## config.mk

```make
export PLATFORM = sky130hd
export DESIGN_NAME = cache_tag_ctrl
export DESIGN_NICKNAME = d
export VERILOG_FILES = /design/src/rtl/cache_tag_pkg.sv /design/src/rtl/tag_hit_check.sv /design/src/rtl/cache_tag_ctrl.sv
export SDC_FILE = /design/constraint.sdc
export NUM_CORES = 1
export LEC_CHECK = 0
export BUFFER_PORTS_ARGS = -buffer_cell sky130_fd_sc_hd__buf_2
export CORE_UTILIZATION = 47
export DETAILED_ROUTE_END_ITERATION = 8
export PLACE_DENSITY = 0.74
export SLEW_MARGIN = 20
export SYNTH_ARGS = -nofsm -noshare
export SYNTH_HDL_FRONTEND = slang
export SYNTH_SLANG_ARGS = --single-unit
```

## constraint.sdc

```tcl
create_clock -name clock -period 2.15 [get_ports clock]
set_clock_uncertainty 0.05 [all_clocks]
set_input_delay 0.215 -clock clock [delete_from_list [all_inputs] [get_ports clock]]
set_output_delay 0.215 -clock clock [all_outputs]
set_load 0.01 [all_outputs]
```

## src/rtl/cache_tag_pkg.sv

```systemverilog
// Shared encodings for the cache tag controller: MSI states, request opcodes, FSM states.
// Also holds the tag-width derivation and the reserved-state folding helper.
package cache_tag_pkg;

  localparam int STATE_W = 2;

  localparam logic [STATE_W-1:0] MSI_I    = 2'b00;
  localparam logic [STATE_W-1:0] MSI_S    = 2'b01;
  localparam logic [STATE_W-1:0] MSI_M    = 2'b10;
  localparam logic [STATE_W-1:0] MSI_RSVD = 2'b11;

  localparam logic OP_LOOKUP = 1'b0;
  localparam logic OP_UPDATE = 1'b1;

  typedef enum logic [1:0] {
    ST_INIT = 2'd0,
    ST_IDLE = 2'd1,
    ST_LOOK = 2'd2,
    ST_RESP = 2'd3
  } ctrl_state_t;

  // Tag RAM entry is {state, tag}; the tag takes whatever is left after the state bits.
  function automatic int tag_width(input int dwidth);
    return dwidth - STATE_W;
  endfunction

  // The reserved encoding never survives into the RAM or a response: it reads as Invalid.
  function automatic logic [STATE_W-1:0] msi_sanitize(input logic [STATE_W-1:0] st);
    return (st == MSI_RSVD) ? MSI_I : st;
  endfunction

endpackage

```

## src/rtl/tag_hit_check.sv

```systemverilog
// Combinational MSI/tag compare: zero latency, no flow control.
// A stored reserved state is reported as Invalid and can never hit.
module tag_hit_check
  import cache_tag_pkg::*;
#(
  parameter int TWIDTH = 9
) (
  input  logic [STATE_W-1:0] stored_state,
  input  logic [TWIDTH-1:0]  stored_tag,
  input  logic [TWIDTH-1:0]  cmp_tag,
  output logic               hit,
  output logic [STATE_W-1:0] eff_state
);

  always_comb begin
    eff_state = msi_sanitize(stored_state);
    hit       = (eff_state != MSI_I) && (stored_tag == cmp_tag);
  end

endmodule

```

## src/rtl/cache_tag_ctrl.sv

```systemverilog
// Tag RAM controller: response 2 cycles after accept, one request per 3 cycles, req_ready only in IDLE.
// CACHE_TAG_INIT_SWEEP_EN: after reset, write Invalid to every entry before accepting requests.
module cache_tag_ctrl
  import cache_tag_pkg::*;
#(
  parameter  int AWIDTH = 3,
  parameter  int DWIDTH = 11,
  localparam int TWIDTH = tag_width(DWIDTH),
  localparam int DEPTH  = 1 << AWIDTH
) (
  input  logic               clock,
  input  logic               reset,
  input  logic               req_valid,
  output logic               req_ready,
  input  logic               req_op,
  input  logic [AWIDTH-1:0]  req_index,
  input  logic [TWIDTH-1:0]  req_tag,
  input  logic [STATE_W-1:0] req_state,
  output logic               rsp_valid,
  output logic               rsp_hit,
  output logic [STATE_W-1:0] rsp_state,
  output logic [TWIDTH-1:0]  rsp_tag,
  output logic [AWIDTH-1:0]  ram_addr,
  output logic [DWIDTH-1:0]  ram_din,
  output logic               ram_we,
  input  logic [DWIDTH-1:0]  ram_dout
);

  typedef struct packed {
    logic              op;
    logic [TWIDTH-1:0] tag;
  } req_cap_t;

  typedef struct packed {
    logic               hit;
    logic [STATE_W-1:0] state;
    logic [TWIDTH-1:0]  tag;
  } rsp_t;

`ifdef CACHE_TAG_INIT_SWEEP_EN
  localparam ctrl_state_t RESET_STATE = ST_INIT;
  logic [AWIDTH-1:0] sweep_q, sweep_d;
`else
  localparam ctrl_state_t RESET_STATE = ST_IDLE;
`endif

  ctrl_state_t state_q, state_d;
  req_cap_t    cap_q, cap_d;
  rsp_t        rsp_q, rsp_d;

  logic [STATE_W-1:0] stored_state;
  logic [TWIDTH-1:0]  stored_tag;
  logic               chk_hit;
  logic [STATE_W-1:0] chk_state;
  logic [STATE_W-1:0] wr_state;

  assign stored_state = ram_dout[DWIDTH-1 -: STATE_W];
  assign stored_tag   = ram_dout[TWIDTH-1:0];
  assign wr_state     = msi_sanitize(req_state);

  tag_hit_check #(
    .TWIDTH (TWIDTH)
  ) u_hit (
    .stored_state (stored_state),
    .stored_tag   (stored_tag),
    .cmp_tag      (cap_q.tag),
    .hit          (chk_hit),
    .eff_state    (chk_state)
  );

  always_comb begin
    state_d   = state_q;
    cap_d     = cap_q;
    rsp_d     = rsp_q;
    req_ready = 1'b0;
    ram_addr  = '0;
    ram_din   = '0;
    ram_we    = 1'b0;
`ifdef CACHE_TAG_INIT_SWEEP_EN
    sweep_d   = sweep_q;
`endif

    case (state_q)
      ST_INIT: begin
`ifdef CACHE_TAG_INIT_SWEEP_EN
        ram_we   = 1'b1;
        ram_addr = sweep_q;
        sweep_d  = sweep_q + AWIDTH'(1);
        if (sweep_q == AWIDTH'(DEPTH - 1)) begin
          state_d = ST_IDLE;
        end
`else
        state_d = ST_IDLE;
`endif
      end

      ST_IDLE: begin
        req_ready = 1'b1;
        ram_addr  = req_index;
        if (req_valid) begin
          cap_d   = '{op: req_op, tag: req_tag};
          state_d = ST_LOOK;
          // An update writes through in the accept cycle; its response is known now.
          if (req_op == OP_UPDATE) begin
            ram_we  = 1'b1;
            ram_din = {wr_state, req_tag};
            rsp_d   = '{hit: 1'b1, state: wr_state, tag: req_tag};
          end
        end
      end

      ST_LOOK: begin
        if (cap_q.op == OP_LOOKUP) begin
          rsp_d = '{hit: chk_hit, state: chk_state, tag: stored_tag};
        end
        state_d = ST_RESP;
      end

      ST_RESP: begin
        state_d = ST_IDLE;
      end

      default: begin
        state_d = ST_IDLE;
      end
    endcase

    // Synchronous reset still forces every RAM-facing and handshake output quiet in-cycle.
    if (reset) begin
      req_ready = 1'b0;
      ram_we    = 1'b0;
      ram_addr  = '0;
      ram_din   = '0;
    end
  end

  always_ff @(posedge clock) begin
    if (reset) begin
      state_q <= RESET_STATE;
      cap_q   <= '0;
      rsp_q   <= '0;
`ifdef CACHE_TAG_INIT_SWEEP_EN
      sweep_q <= '0;
`endif
    end else begin
      state_q <= state_d;
      cap_q   <= cap_d;
      rsp_q   <= rsp_d;
`ifdef CACHE_TAG_INIT_SWEEP_EN
      sweep_q <= sweep_d;
`endif
    end
  end

  assign rsp_valid = (state_q == ST_RESP) && !reset;
  assign rsp_hit   = rsp_valid & rsp_q.hit;
  assign rsp_state = rsp_valid ? rsp_q.state : '0;
  assign rsp_tag   = rsp_valid ? rsp_q.tag : '0;

  a_rsp_not_ready : assert property (@(posedge clock) disable iff (reset)
    rsp_valid |-> !req_ready);

  a_we_only_idle_init : assert property (@(posedge clock) disable iff (reset)
    ram_we |-> (state_q == ST_IDLE || state_q == ST_INIT));

endmodule

```

=== Yosys cells after proc, flatten, opt, wreduce, memory -nomap -nowiden ===
Index checks and enable logic that the tools add are counted.

* Bits of input ports: 29
* Logic and storage cells: 47
* Register bits after elaboration: 24
* Output and inout port bits: 29

* Equality and inequality tests: 9
* Muxes and demuxes: 22
* Reductions and logical operators: 9
* Bitwise operators: 1

{| class="wikitable"
|+ Operator list
! cell !! count
|-
| $mux W11 || 4
|-
| $mux W12 || 3
|-
| $pmux W12 S2 || 1
|-
| $eq A9 B9 Y1 || 1
|-
| $mux W9 || 1
|-
| $eq A2 B2 Y1 const B || 4
|-
| $mux W2 || 4
|-
| $mux W1 || 6
|-
| $mux W3 || 2
|-
| $ne A2 B2 Y1 const B || 3
|-
| $pmux W2 S3 || 1
|-
| $reduce_and A4 Y1 || 1
|-
| $reduce_bool A2 Y1 || 2
|-
| $eq A2 B1 Y1 const B || 1
|-
| $logic_and A1 B1 Y1 || 2
|-
| $logic_not A2 Y1 || 1
|-
| $reduce_and A2 Y1 || 1
|-
| $reduce_or A2 Y1 || 1
|-
| $and A1 B1 Y1 || 1
|-
| $logic_not A1 Y1 || 1
|}

=== Depth between registers and ports, before layout ===
* Word-level depth: 6
* Gate-level depth with buffers: 8
* Mapped depth without buffers: 6

=== Hierarchy ===
Synthesis repeated with hierarchy kept, for this count alone.

* Cell total of the unflattened synthesis: 161
* Area total of the unflattened synthesis: 1441.4 um^2

{| class="wikitable"
|+ Modules (own cells, without submodules)
! module !! times used !! cells an instance !! sequential area each (um^2) !! area an instance (um^2)
|-
| cache_tag_ctrl || 1 || 145 || 480.5 || 1305.0
|-
| tag_hit_check || 1 || 16 || 0.0 || 136.4
|}

=== Least setup slack after synthesis ===
OpenSTA, ideal clock, no wires.

* Kind: reg-to-output
* Start: register state_q[0]
* End: output port ram_din[0]
* Data required time: 1885 ps
* Path slack: 363 ps
* Data arrival time: 1522 ps
* Stages on the path, launching flop included: 6
* Path buffers: 0
* Path through: dfxtp_1 > ha_1 > nor2b_1 > nand3_1 > inv_1 > and2_1

* Word-level cells in the longest chain between the ends: 3

{| class="wikitable"
|+ RTL lines
! item !! RTL line !! RTL
|-
| start, declared || cache_tag_ctrl.sv:47 || <nowiki>ctrl_state_t state_q, state_d;</nowiki>
|-
| start signal, assigned || cache_tag_ctrl.sv:146 || <nowiki>state_q <= state_d;</nowiki>
|-
| $eq A2 B1 Y1 || cache_tag_ctrl.sv:83 || <nowiki>case (state_q)</nowiki>
|-
| $mux W11 || cache_tag_ctrl.sv:83 ||
|-
| $mux W11 || cache_tag_ctrl.sv:129 || <nowiki>if (reset) begin</nowiki>
|-
| end, declared || cache_tag_ctrl.sv:24 || <nowiki>output logic [DWIDTH-1:0] ram_din,</nowiki>
|}

No other way between the ends.

=== Final worst setup path ===
* Start: register state_q[1]
* End: output port ram_din[0]

Same word-level chain as after synthesis.

==> impl_metrics.tcl <==
set metrics [dict create \
    grt_pass1_wl_um 5934 \
    fin_hold_ws_ns 0.07848 \
    postRouteAntennaNets 0 \
    fmax_mhz 496.5 \
    vias_per_cell 5.337 \
    track_usage_pct 23.90 \
    syn-num-nets 202 \
    yosys-top-cells-area "dfxtp_1, and2_1, a211oi_2" \
    max_stage_delay_ns 0.36 \
    netlist_area_um2 1409 \
    synth_cell_type_count 27 \
    ys_warn_count 0 \
    cp-start-kind "flop" \
    die_h_um 56.75 \
    slew_headroom_pct 72.17 \
    slew_viol_final 0 \
    arrival_ns 1.75 \
    grt.overflow.total 0 \
    yosysSeqAreaShare_pct 34.10 \
    postPlaceCellArea_um2 1715 \
    violations "design-rule violations" \
    path_clk_slew_ns 0.14 \
    min_period_over_period_pct 93.69 \
    worst_pin_slew_ns 0.4174 \
    ys.flop_type "dfxtp_1" \
    fin_ws_ns 0.1357 \
    drc 9 \
    wirelength_um 3634 \
    grt_max_degree 27 \
    area_growth_pct 28.42 \
    grt_pass1_vias 1315 \
    design_area_um2 1809 \
    cts_tree "done" \
    critPathCaptureType "primary output" \
    std_cell_rows 19 \
    num_antenna_cells 0 \
    hold_viol 0 \
    cts.sinks 24 \
    hold_buffers 0 \
    gp_congestion 0.8378 \
    avgSynthCellArea_um2 8.436 \
    synth_edf_count 0 \
    antenna_found_initial 0 \
    synth_seq_cells 24 \
    numCtsBuffers 3 \
    dp_slack_ns 0.1331 \
    path_class "flop to primary output" \
    p_per_area_nw_per_um2 1023 \
    netlist_instances 167 \
    ir_worst_vdd_mv 0.4931 \
    placement.io_buffers 57 \
    die_w_um 56.75 \
    firstDrtPassIters 6 \
    initial_core_util_pct 50.22 \
    leakagePower_nw 0.8729 \
    ys_top_cells_by_count "and2_1, dfxtp_1, nand2_1" \
    rsz0062_at_grt "no" \
    dieArea_um2 3221 \
    h-tree-depth 1 \
    wl_per_cell_um 14.25 \
    core_um2 2805 \
    drtIter0Drc 44 \
    hp-class "primary input to flop" \
    finalCriticalPeriod_ns 2.014 \
    synth_top_area_share_pct 34.10 \
    critPathRequiredTime_ns 1.88 \
    root_buffer "clkbuf_4" \
    setup_viol 0 \
    status "finished, violations left" \
    post_cts.repair.setup_buffers 0 \
    drive_gt1_share_pct 36.16 \
    num_vias 1361 \
    clockBufferDepth 2 \
    synth_most_common_cell "and2_1" \
    cpMaxStageDelayCell "dfxtp_1" \
    crit_fanout 7 \
    crit_chain "inv_1, ha_4, nor2b_4, nand3_4, inv_2, and2_1, buf_2" \
    tns_ns 0 \
    yosysTopAreaCell "dfxtp_1" \
    cap_viol_max_count 0 \
    clock_latency_ns 0.32 \
    placedCellCount 250 \
    io_pins 58 \
    hpwl_um 2516 \
    final_cells 255 \
    nets 260 \
    asyncSetResetFlopFracSynth_pct 0 \
]
-- cell families (layout without fill, tap and decap cells) --
family          count (synthesis)  in the layout  synth area share, %
simple gates                   75             75                26.46
xor+xnor                        9              9                5.595
fa+ha+maj                       6              6                5.328
compound gates                 30             30                17.41
mux                             9              9                6.395
flops                          24             24                34.10
buf+inv                        14             71                4.707
-- state kept, by name, summed over array words and instances, names as in the netlist --
name     count
rsp_q       12
cap_q       10
state_q      2
-- through the flow --
stage	utilization [%]	power [mW]
after detailed placement	61.15	1.472
after floorplan	-	1.283
after CTS	63.74	1.829
after global placement	61.15	1.427
final	64.50	1.851
after global routing	64.50	1.989
-- repair_timing --
action                                  4_1_cts  5_1_grt
gates cloned                                  1        0
endpoints found under the setup margin       10       12
resized for setup                             5        4
-- power breakdown --
group	switching, mW	internal [mW]	leakage, nW	total (mW)
Sequential	0.0849	0.589	0.198	0.674
Combinational	0.486	0.355	0.647	0.841
Clock	0.147	0.189	0.0279	0.336
-- metal layers --
metal	share of wire (%)	vias up	global-route usage, %
met1	43	620	28.92
met2	49	60	42.18
met3	5.3	13	2.765
met5	0	-	0
met4	2.8	0	10.80
li1	-	668	-
-- worst max-delay path, delay by kind of cell (launching register included) --
family,cells,cell delay (ns)
adders and majority gates,1,0.17
buffers and inverters,3,0.39
and+or+nand+nor,3,0.50
DFF,1,0.36
-- cell type report --
cell class                 instances  area (µm²)
clock buffer                       3       22.52
clock inverter                     1       30.03
fill                             263       996.0
inverter                           5       18.77
multi-input combinational        129       894.6
sequential                        24       481.7
tap                               31       38.79
timing repair buffer              61       315.3
timing repair inverter             1       7.507
-- placed cells by master (no fill, tap or decap), drive strengths merged --
| cell | synthesis | routed |
|---|---|---|
| o21ai | 3 | 3 |
| nor2 | 17 | 17 |
| a211oi | 13 | 13 |
| and2 | 25 | 25 |
| xor2 | 9 | 9 |
| a21boi | 1 | 1 |
| nand2 | 21 | 21 |
| nand3 | 1 | 1 |
| bufinv | 0 | 1 |
| buf | 4 | 61 |
| nor4 | 2 | 2 |
| inv | 5 | 5 |
| a21oi | 11 | 11 |
| o21a | 1 | 1 |
| nor2b | 2 | 2 |
| nor3 | 1 | 1 |
| nand3b | 1 | 1 |
| a31oi | 1 | 1 |
| mux2i | 9 | 9 |
| dfxtp | 24 | 24 |
| nand4 | 1 | 1 |
| ha | 6 | 6 |
| clkinvlp | 0 | 1 |
| clkbuf | 5 | 3 |
| nand2b | 4 | 4 |
-- final timing paths --
check | from | to | slack (ns) | depth (start not counted)
max | state_q[1]$_SDFFE_PP0N_ | ram_din[0] | 0.14 | 7
min | req_tag[2] | cap_q[2]$_SDFFE_PP0P_ | 0.08 | 3
max reg2reg | state_q[0]$_SDFFE_PP1N_ | rsp_q[10]$_SDFFE_PP0P_ | 0.24 | 7
min reg2reg | cap_q[3]$_SDFFE_PP0P_ | cap_q[3]$_SDFFE_PP0P_ | 0.43 | 2
Note: power is estimated with default switching activity, not from simulation.
